`src/rtl/direcc_xy_escalado_pkg.sv`:
```
// Shared constants for the scaled VGA pixel-address generator: sync timing,
// default image size, scale codes and addressing-mode selectors.
package direcc_xy_escalado_pkg;

   localparam int H_BP_DEF  = 216;
   localparam int V_BP_DEF  = 35;
   localparam int IMG_W_DEF = 320;
   localparam int IMG_H_DEF = 240;

   typedef enum logic [1:0] {
      ESC_X1  = 2'd0,
      ESC_X2  = 2'd1,
      ESC_X4  = 2'd2,
      ESC_RSV = 2'd3
   } escala_e;

   localparam bit PACK = 1'b0;
   localparam bit LIN  = 1'b1;

   // Scale is carried as log2(S) so window ends become shifted constants.
   function automatic logic [1:0] escala_shift(input logic [1:0] sel);
      logic [1:0] sh;
      case (escala_e'(sel))
         ESC_X1:  sh = 2'd0;
         ESC_X4:  sh = 2'd2;
         default: sh = 2'd1;
      endcase
      return sh;
   endfunction

   function automatic logic [1:0] escala_last(input logic [1:0] sh);
      logic [1:0] last;
      case (sh)
         2'd0:    last = 2'd0;
         2'd1:    last = 2'd1;
         default: last = 2'd3;
      endcase
      return last;
   endfunction

endpackage

```
`src/rtl/direcc_xy_escalado_if.sv`:
```
// Sync-counter inputs and image-memory address outputs of the address generator.
interface direcc_xy_escalado_if #(
   parameter int COL_W  = 11,
   parameter int ROW_W  = 10,
   parameter int ADDR_W = 17
);
   logic              pix_en;
   logic [COL_W-1:0]  Columnas;
   logic [ROW_W-1:0]  Filas;
   logic [1:0]        scale_sel;
   logic [ADDR_W-1:0] Address;
   logic              addr_valid;
   logic              frame_start;

   modport master (
      output pix_en, Columnas, Filas, scale_sel,
      input  Address, addr_valid, frame_start
   );

   modport slave (
      input  pix_en, Columnas, Filas, scale_sel,
      output Address, addr_valid, frame_start
   );
endinterface

```
`src/rtl/direcc_xy_escalado_escala_cnt.sv`:
```
// One axis: pre-scaler that divides ticks by S, feeding a saturating image counter.
// LOOKAHEAD=1 presents the value being loaded this tick instead of the stored one.
module escala_cnt
   import direcc_xy_escalado_pkg::*;
#(
   parameter int MAX       = 319,
   parameter int CNT_W     = 9,
   parameter bit LOOKAHEAD = 1'b0
) (
   input  logic             clk,
   input  logic             rst_n,
   input  logic             en,
   input  logic             clr,
   input  logic [1:0]       S,
   output logic [CNT_W-1:0] cnt,
   output logic             wrap
);
   logic [1:0]       sub_q, sub_d;
   logic [CNT_W-1:0] cnt_q, cnt_d;
   logic             at_max;

   assign at_max = (cnt_q == CNT_W'(MAX));

   always_comb begin
      sub_d = sub_q;
      cnt_d = cnt_q;
      wrap  = 1'b0;
      if (clr) begin
         sub_d = '0;
         cnt_d = '0;
      end else if (en) begin
         // >= rather than == so a leftover sub count from a larger scale still wraps
         if (sub_q >= escala_last(S)) begin
            sub_d = '0;
            if (!at_max) begin
               cnt_d = cnt_q + CNT_W'(1);
               wrap  = 1'b1;
            end
         end else begin
            sub_d = sub_q + 2'd1;
         end
      end
   end

   always_ff @(posedge clk or negedge rst_n) begin
      if (!rst_n) begin
         sub_q <= '0;
         cnt_q <= '0;
      end else begin
         sub_q <= sub_d;
         cnt_q <= cnt_d;
      end
   end

   assign cnt = LOOKAHEAD ? cnt_d : cnt_q;
endmodule

```
`src/rtl/direcc_xy_escalado.sv`:
```
// Incremental image-address generator behind the VGA sync counters: x1/x2/x4 scaling,
// linear or packed {y,x} addressing, window-valid flag and frame-start pulse.
module direcc_xy_escalado
   import direcc_xy_escalado_pkg::*;
#(
   parameter int COL_W  = 11,
   parameter int ROW_W  = 10,
   parameter int H_BP   = H_BP_DEF,
   parameter int V_BP   = V_BP_DEF,
   parameter int IMG_W  = IMG_W_DEF,
   parameter int IMG_H  = IMG_H_DEF,
   parameter int X_BITS = 9,
   parameter int Y_BITS = 8,
   parameter int ADDR_W = 17,
   parameter bit LINEAR = PACK
) (
   input logic                 clk,
   input logic                 rst_n,
   direcc_xy_escalado_if.slave bus
);
   localparam int XC_W = $clog2(IMG_W);
   localparam int YC_W = $clog2(IMG_H);

   localparam logic [COL_W-1:0] H_FIRST = COL_W'(H_BP);
   localparam logic [COL_W-1:0] H_END1  = COL_W'(H_BP + IMG_W - 1);
   localparam logic [COL_W-1:0] H_END2  = COL_W'(H_BP + (IMG_W << 1) - 1);
   localparam logic [COL_W-1:0] H_END4  = COL_W'(H_BP + (IMG_W << 2) - 1);
   localparam logic [ROW_W-1:0] V_FIRST = ROW_W'(V_BP);
   localparam logic [ROW_W-1:0] V_END1  = ROW_W'(V_BP + IMG_H - 1);
   localparam logic [ROW_W-1:0] V_END2  = ROW_W'(V_BP + (IMG_H << 1) - 1);
   localparam logic [ROW_W-1:0] V_END4  = ROW_W'(V_BP + (IMG_H << 2) - 1);

   logic [1:0]        sh_q;
   logic              armed_q, valid_q, fs_q;
   logic [ADDR_W-1:0] row_base_q, addr_q, addr_d;
   logic              valid_d;
   logic [COL_W-1:0]  h_end;
   logic [ROW_W-1:0]  v_end;
   logic              origin, col_in, row_in, line_end;
   logic [XC_W-1:0]   x_img;
   logic [YC_W-1:0]   y_img;
   logic              y_step, x_step_unused;
   logic [X_BITS+Y_BITS-1:0] packed_addr;

   always_comb begin
      h_end = H_END1;
      v_end = V_END1;
      case (sh_q)
         2'd0: begin h_end = H_END1; v_end = V_END1; end
         2'd1: begin h_end = H_END2; v_end = V_END2; end
         default: begin h_end = H_END4; v_end = V_END4; end
      endcase
   end

   assign origin   = (bus.Columnas == '0) && (bus.Filas == '0);
   assign col_in   = (bus.Columnas >= H_FIRST) && (bus.Columnas <= h_end);
   assign row_in   = (bus.Filas >= V_FIRST) && (bus.Filas <= v_end);
   assign line_end = row_in && (bus.Columnas == h_end);

   // X uses the value loaded this tick so column H_BP already addresses x=0.
   escala_cnt #(.MAX(IMG_W - 1), .CNT_W(XC_W), .LOOKAHEAD(1'b1)) u_cnt_x (
      .clk   (clk),
      .rst_n (rst_n),
      .en    (bus.pix_en && col_in),
      .clr   (bus.pix_en && (bus.Columnas == H_FIRST)),
      .S     (sh_q),
      .cnt   (x_img),
      .wrap  (x_step_unused)
   );

   // Y advances after the last column of a line, so the current line keeps its y.
   escala_cnt #(.MAX(IMG_H - 1), .CNT_W(YC_W), .LOOKAHEAD(1'b0)) u_cnt_y (
      .clk   (clk),
      .rst_n (rst_n),
      .en    (bus.pix_en && line_end),
      .clr   (bus.pix_en && origin),
      .S     (sh_q),
      .cnt   (y_img),
      .wrap  (y_step)
   );

   assign valid_d     = armed_q && col_in && row_in;
   assign packed_addr = {Y_BITS'(y_img), X_BITS'(x_img)};

   always_comb begin
      addr_d = '0;
      if (valid_d) begin
         addr_d = LINEAR ? (row_base_q + ADDR_W'(x_img)) : ADDR_W'(packed_addr);
      end
   end

   always_ff @(posedge clk or negedge rst_n) begin
      if (!rst_n) begin
         sh_q       <= 2'd0;
         armed_q    <= 1'b0;
         row_base_q <= '0;
         addr_q     <= '0;
         valid_q    <= 1'b0;
         fs_q       <= 1'b0;
      end else if (bus.pix_en) begin
         fs_q    <= origin;
         valid_q <= valid_d;
         addr_q  <= addr_d;
         if (origin) begin
            sh_q       <= escala_shift(bus.scale_sel);
            armed_q    <= 1'b1;
            row_base_q <= '0;
         end else if (y_step) begin
            row_base_q <= row_base_q + ADDR_W'(IMG_W);
         end
      end
   end

   assign bus.Address     = addr_q;
   assign bus.addr_valid  = valid_q;
   assign bus.frame_start = fs_q;
endmodule

```
`src/flat_wrapper.sv`:
```
// flat-port wrapper written by rule: the top's interface ports become plain ports
module direcc_xy_escalado_flat import direcc_xy_escalado_pkg::*;
#(
   parameter int COL_W  = 11,
   parameter int ROW_W  = 10,
   parameter int H_BP   = H_BP_DEF,
   parameter int V_BP   = V_BP_DEF,
   parameter int IMG_W  = IMG_W_DEF,
   parameter int IMG_H  = IMG_H_DEF,
   parameter int X_BITS = 9,
   parameter int Y_BITS = 8,
   parameter int ADDR_W = 17,
   parameter bit LINEAR = PACK
)
  (clk, rst_n, bus_pix_en, bus_Columnas, bus_Filas, bus_scale_sel, bus_Address, bus_addr_valid, bus_frame_start);
  direcc_xy_escalado_if #(.COL_W(COL_W), .ROW_W(ROW_W), .ADDR_W(ADDR_W)) bus_i ();
  input logic clk;
  input logic rst_n;
  input wire logic [$bits(bus_i.pix_en)-1:0] bus_pix_en;
  input wire logic [$bits(bus_i.Columnas)-1:0] bus_Columnas;
  input wire logic [$bits(bus_i.Filas)-1:0] bus_Filas;
  input wire logic [$bits(bus_i.scale_sel)-1:0] bus_scale_sel;
  output wire logic [$bits(bus_i.Address)-1:0] bus_Address;
  output wire logic [$bits(bus_i.addr_valid)-1:0] bus_addr_valid;
  output wire logic [$bits(bus_i.frame_start)-1:0] bus_frame_start;
  assign bus_i.pix_en = bus_pix_en;
  assign bus_i.Columnas = bus_Columnas;
  assign bus_i.Filas = bus_Filas;
  assign bus_i.scale_sel = bus_scale_sel;
  assign bus_Address = bus_i.Address;
  assign bus_addr_valid = bus_i.addr_valid;
  assign bus_frame_start = bus_i.frame_start;
  direcc_xy_escalado #(.COL_W(COL_W), .ROW_W(ROW_W), .H_BP(H_BP), .V_BP(V_BP), .IMG_W(IMG_W), .IMG_H(IMG_H), .X_BITS(X_BITS), .Y_BITS(Y_BITS), .ADDR_W(ADDR_W), .LINEAR(LINEAR)) u_core (.clk(clk), .rst_n(rst_n), .bus(bus_i));
endmodule
```
`config.mk`:
```
export PLATFORM = sky130hd
export DESIGN_NAME = direcc_xy_escalado_flat
export DESIGN_NICKNAME = d
export VERILOG_FILES = /design/src/rtl/direcc_xy_escalado_pkg.sv /design/src/rtl/direcc_xy_escalado_if.sv /design/src/rtl/direcc_xy_escalado_escala_cnt.sv /design/src/rtl/direcc_xy_escalado.sv /design/src/flat_wrapper.sv
export SDC_FILE = /design/constraint.sdc
export NUM_CORES = 1
export LEC_CHECK = 0
export CORE_UTILIZATION = 46
export DETAILED_ROUTE_END_ITERATION = 6
export GPL_TIMING_DRIVEN = 1
export PLACE_DENSITY_LB_ADDON = 0.05
export SYNTH_ARGS = -nofsm -noshare
export SYNTH_HDL_FRONTEND = slang
export SYNTH_SLANG_ARGS = --single-unit
```
`constraint.sdc`:
```
create_clock -name clk -period 4.8 [get_ports clk]
set_clock_uncertainty 0.1 [all_clocks]
set_input_delay 1.44 -clock clk [delete_from_list [all_inputs] [get_ports clk]]
set_output_delay 1.44 -clock clk [all_outputs]
set_load 0.01 [all_outputs]
```
-- Word-level counts from Yosys, hierarchy flattened
Cells that the tools add are included.
- ROM bits: 0
- bits in latches: 0
- input port bits: 26
- memory bits (writable): 0
- register bits after elaboration: 43
- word-level logic and storage cells: 68
- memories: 0
- output and inout bits: 19
- $add $sub $neg: 4
- div/mod/pow operators: 0
- bitwise gates (word level): 0
- shift-type cells: 0
- order comparisons: 6
- mux-type cells: 23
- reduce and logical (&&, ||, !) cells: 19
- equal/unequal tests: 7
- multiply operators: 0
- operators by type and width (operator ; number):
    9-bit 2-to-1 mux ; 4
    8-bit 2-to-1 mux ; 4
    11-bit case mux with 2 select lines ; 1
    2-bit 2-to-1 mux ; 10
    10-bit case mux with 2 select lines ; 1
    17-bit 2-to-1 mux ; 1
    11-bit == test ; 1
    11-bit by 8-bit == test with 1-bit output, second input constant ; 1
    11-bit by 8-bit >= comparator with 1-bit output, second input constant ; 1
    11-bit <= comparator ; 1
    11-bit logical NOT ; 1
    10-bit by 6-bit >= comparator with 1-bit output, second input constant ; 1
    10-bit <= comparator ; 1
    1-bit logical AND ; 10
    10-bit logical NOT ; 1
    9-bit by 1-bit adder with 9-bit output, second input constant ; 1
    9-bit == test, second input constant ; 1
    8-bit by 1-bit adder with 8-bit output, second input constant ; 1
    8-bit == test, second input constant ; 1
    2-bit case mux with 2 select lines ; 2
    2-bit nonzero test ; 3
    2-bit by 1-bit adder with 2-bit output, second input constant ; 2
    2-bit >= comparator ; 2
    2-bit logical NOT ; 2
    other kinds (5) ; 5

-- Depth between registers and ports, before layout
- word-level depth: 12
- mapped depth: 10
- depth with buffers taken out: 9

-- Hierarchy
Synthesis repeated with hierarchy kept, for this count alone.
- cells, all modules: 253
- area total of the unflattened synthesis: 2611.3 µm²
- by module, submodules not included (module ; sequential area each (µm²) ; cells each ; times used ; area an instance (µm²)):
    direcc_xy_escalado ; 550.5 ; 112 ; 1 ; 1277.5
    escala_cnt (u_core.u_cnt_x) ; 275.3 ; 73 ; 1 ; 674.4
    escala_cnt (u_core.u_cnt_y) ; 250.2 ; 68 ; 1 ; 659.4

-- Worst setup path after synthesis
OpenSTA, ideal clock, no wires.
- path kind: input -> register
- start: in bus_Filas[9]
- end: reg u_core.u_cnt_y.cnt_q[7], in the netlist u_core.u_cnt_y.cnt[7]
- path buffers: 0
- required time: 4577 ps
- setup slack: 1387 ps
- library setup time: 123 ps
- stages on the path: 7
- data arrival time: 3189 ps
- path through: ha_1 > nand4_1 > or2_2 > a2bb2oi_1 > a2111oi_4 > nand4_1 > mux2i_1
- longest elaborated chain between the ends: 6
- elaborated cells on any way between the ends: 13
- those cells by class: 2 x order compare; 1 x eq/ne; 1 x mux; 9 x reduce/logical
- ends and longest elaborated chain (element ; line ; source):
    start: declaration ; flat_wrapper.sv:21 ; input wire logic [$bits(bus_i.Filas)-1:0] bus_Filas;
    10-bit by 6-bit >= comparator with 1-bit output or 10-bit <= comparator (tied branches) ; direcc_xy_escalado.sv:57 ; assign row_in = (bus.Filas >= V_FIRST) && (bus.Filas <= v_end);
    1-bit logical AND ; direcc_xy_escalado.sv:57 ;
    1-bit logical AND ; direcc_xy_escalado.sv:58 ; assign line_end = row_in && (bus.Columnas == h_end);
    1-bit logical AND ; direcc_xy_escalado.sv:75 ; .en (bus.pix_en && line_end),
    2-bit nonzero test (no source line) ; n/a ;
    3-bit AND reduction (no source line) ; n/a ;
    end signal: assignment ; direcc_xy_escalado_escala_cnt.sv:51 ; cnt_q <= cnt_d;
    end: declaration ; direcc_xy_escalado_escala_cnt.sv:19 ; logic [CNT_W-1:0] cnt_q, cnt_d;
Several ways; a longest one is shown, not always the timed one.
A chain may end at the register's enable or synchronous reset.

-- Final worst setup path
- start: in bus_Columnas[10]
- end: reg u_core.addr_q[6], in the netlist u_core.bus.Address[6]
- longest elaborated chain between the ends: 6
- elaborated cells on any way between the ends: 11
- those cells by class: 2 x order compare; 1 x eq/ne; 3 x mux; 5 x reduce/logical
- ends and longest elaborated chain (element ; line ; source):
    start: declaration ; flat_wrapper.sv:20 ; input wire logic [$bits(bus_i.Columnas)-1:0] bus_Columnas;
    11-bit by 8-bit >= comparator with 1-bit output or 11-bit <= comparator (tied branches) ; direcc_xy_escalado.sv:56 ; assign col_in = (bus.Columnas >= H_FIRST) && (bus.Columnas <= h_end);
    1-bit logical AND ; direcc_xy_escalado.sv:56 ;
    1-bit logical AND ; direcc_xy_escalado.sv:64 ; .en (bus.pix_en && col_in),
    9-bit 2-to-1 mux ; direcc_xy_escalado_escala_cnt.sv:31 ; end else if (en) begin
    9-bit 2-to-1 mux ; direcc_xy_escalado_escala_cnt.sv:28 ; if (clr) begin
    17-bit 2-to-1 mux * ; direcc_xy_escalado.sv:87 ; if (valid_d) begin
    end signal: assignment ; direcc_xy_escalado.sv:103 ; addr_q <= addr_d;
    end: declaration ; direcc_xy_escalado.sv:35 ; logic [ADDR_W-1:0] row_base_q, addr_q, addr_d;
Mark *: on every way between the ends. The rest lies on a longest branch, timed or not.

==> results.ini <==
[floorplanning]
floorplan.core_area_sq_um = 5200
fp-row-count = 26
vertical_die_dimension_um = 76.3
io_pins = 45
initial_utilization = 0.488
die_area_sq_um = 5820
die_w_um = 76.3

[placement]
placed_instances = 360
gp_routability_congestion = 0.785
hpwlAfterDp_mm = 4.19
post_dp_cell_area_sq_um = 3050
buffers_added_on_ports = 44

[sta]
number_of_max_slew_violations_in_the_final_report = 0
hold_violations = 0
clock.fmax_mhz = 257
timing.final.crit_share = 0.810
min_period_ns = 3.89
finalSetupViolCount = 0
rsz_0062_raised_after_global_routing = false
tightestPinTransition_ns = 0.932
timing.slew.headroom = 0.378
hold-worst-slack_ns = 0.389
tns_ns = 0

[clock_network]
cts.hold.buffers_added = 0
cts.path.max_buffers = 2
tritoncts = done
tritoncts_num_sinks = 43
total_cts_buffers = 5
clk_transition_reported_paths_ns = 0.08
cts.root.buffer_cell = clkbuf_8
worst_skew_pair.late_latency_ns = 0.30
cts_post_setup_buffers_inserted = 0
htree_levels = 2
post_cts.resized_instances = 0

[routing]
drt_iter0_markers = 120
wirelength_mm = 5.80
route.vias.total = 2112
avgRoutedWirePerCell_um = 15.8
drt-vias-per-instance = 5.74
drt.antenna.violating_nets = 0
drt-pass1-iter-count = 4
drc = 0

[critical_path]
crit_chain = clkdlybuf4s50_1, ha_1, and3_1, a221oi_1, o311ai_4, a21oi_2, nand4b_1, o2bb2ai_1
arrival_time_of_the_worst_setup_path_ns = 4.00
setup.worst_path.start_class = primary input
worst-r2r-cell-count = 9
critical_path.endpoint_type = flip-flop
worstPathMaxFanout = 9
path_buf_inv = 1
critical-path-slowest-cell = clkdlybuf4s50_1
critical_path_class = in -> reg
max_stage_delay_ns = 0.43
critical_path_depth = 8
cp_data_required_time_ns = 4.91
timing.critical_path.max_delay_family = compound AO/OA/AOI/OAI gates

[logic_synthesis]
synth_area_sq_um = 2540
ys.warnings.count = 0
synth-xor-area-share = 0.0380
register_area_share_after_synthesis = 0.424
main_combinational_cell_family_by_area_after_synthesis = simple AND/OR/NAND/NOR gates
muxShareOfSynthArea = 0.0276
yosysTopAreaCellShare = 0.424
synth_simple_gate_area_share = 0.210
synth.largest_area_cell = dfrtp_1
synth_most_common_cell = dfrtp_1
syn_inst = 249
syn-num-nets = 290
synthFlopType = dfrtp_1
synth-async-reset-ratio = 1.00
synth_compound_area_frac = 0.207
synth_seq_cells = 43
syn_area_per_cell_sq_um = 10.2
synth_adder_area_share = 0.0740
synth_common_cells = 43 x dfrtp_1, 25 x nor2_1, 15 x ha_1
synth_edf_count = 0
netlist-cell-type-count = 51
netlist_top_cells_area = dfrtp_1 42%, ha_1 7.4%, nor2_1 3.7%, o2bb2ai_1 3.1%, xnor2_1 3.1%

[run]
maxCapViolCount = 0

[outcome]
run_status = finished clean

[layout]
final_nets = 338
drive_gt1_frac = 0.0738
area.growth.synth_to_final_pct = 23.8
finalInstanceArea_sq_um = 3140
finish.cell_count_without_fillers = 368
diodes = 0

[grt]
grt_pass1_vias = 2099
global_route_wire_length_before_repair_mm = 10.1
globalRouteOverflowTotal = 0
grt_use_total = 0.217
grt_max_degree = 44
antenna_found_initial = 0

[min_path]
min_delay_path_depth = 1
hold_path.class = reg -> reg

[power]
cellLeakagePower_nw = 1.35
vdd_ir_drop_max_mv = 0.147
pwr_density_cell_nw_per_um2 = 259

[stage by stage]
| stage | setup slack, ns | power, mW | util |
|---|---|---|---|
| 5_1_grt | 0.697 | 0.857 | 0.603 |
| 6_report | 0.910 | 0.812 | 0.603 |
| 4_1_cts | 0.895 | 0.818 | 0.603 |
| 2_1_floorplan | 1.39 | 0.513 | - |
| 3_5_place_dp | 0.602 | 0.577 | 0.585 |
| 3_3_place_gp | 0.659 | 0.573 | 0.585 |
[path summary, 6_finish.rpt]
path | from | endpoint | slack, ns
max | bus_Columnas[10] | u_core.bus.Address[6] | 0.91
min reg2reg | u_core.bus.frame_start | u_core.bus.frame_start | 0.39
min in group asynchronous | rst_n | u_core.u_cnt_y.cnt[0] | 1.18
max in group asynchronous | rst_n | u_core.bus.Address[5] | 2.84
min | u_core.bus.frame_start | u_core.bus.frame_start | 0.39
max reg2reg | u_core.sh_q[0] | u_core.u_cnt_y.cnt[7] | 1.78
[cells by family (layout without fill, tap and decap cells)]
group / after synthesis / in the layout
multiplexers: 7 / 7
adder cells (fa/ha/maj): 15 / 15
flip-flops: 43 / 43
buffers and inverters: 11 / 60
AND/OR/NAND/NOR: 98 / 98
AO/OA/AOI/OAI: 64 / 64
XOR/XNOR: 11 / 11
[report_power, final]
group	internal [mW]	switching, mW
clock network	0.118	0.123
registers	0.386	0.0289
logic	0.0693	0.0863
total	0.574	0.239
[sequential cells by signal, indices dropped and copies added (netlist names)]
register,count
u_core.bus.frame_start,1
u_core.u_cnt_x.sub_q,2
u_core.bus.Address,17
u_core.sh_q,2
u_core.bus.addr_valid,1
u_core.u_cnt_x.cnt_q,9
u_core.u_cnt_y.cnt,8
u_core.u_cnt_y.sub_q,2
u_core.armed_q,1
[cells in the final DEF, fill, tap and decap left out, types with 2 or more instances in the layout]
master	count
a211oi_1	6
a21boi_0	2
a21o_1	5
a21oi_1	9
a21oi_2	2
a22o_1	8
a31o_1	2
and3_1	7
clkbuf_8	6
clkdlybuf4s50_1	43
dfrtp_1	43
ha_1	15
inv_1	7
mux2i_1	7
nand2_1	13
nand2b_1	5
nand3_1	12
nand4_1	8
nand4b_1	5
nor2_1	25
nor2b_1	4
nor3_1	5
nor4_1	3
o21a_1	2
o21ai_0	6
o2bb2ai_1	9
or2_2	2
xnor2_1	9
xor2_1	2
[cell type report]
cell class / count / area, sq um
clock buffer: 7 / 86.3
multi-input combinational: 195 / 1410
inverter: 7 / 26.3
clock inverter: 1 / 8.76
sequential: 43 / 1080
tap: 70 / 87.6
fill: 469 / 2060
timing repair buffer: 45 / 443
[metal layers]
layer | up-vias | part of all wire | global-route usage
li1 | 1040 | - | -
met1 | 996 | 0.51 | 0.304
met2 | 70 | 0.41 | 0.332
met3 | 6 | 0.064 | 0.0503
met4 | 0 | 0.012 | 0.0673
met5 | - | 0 | 0
(Power assumes the default switching activity.)
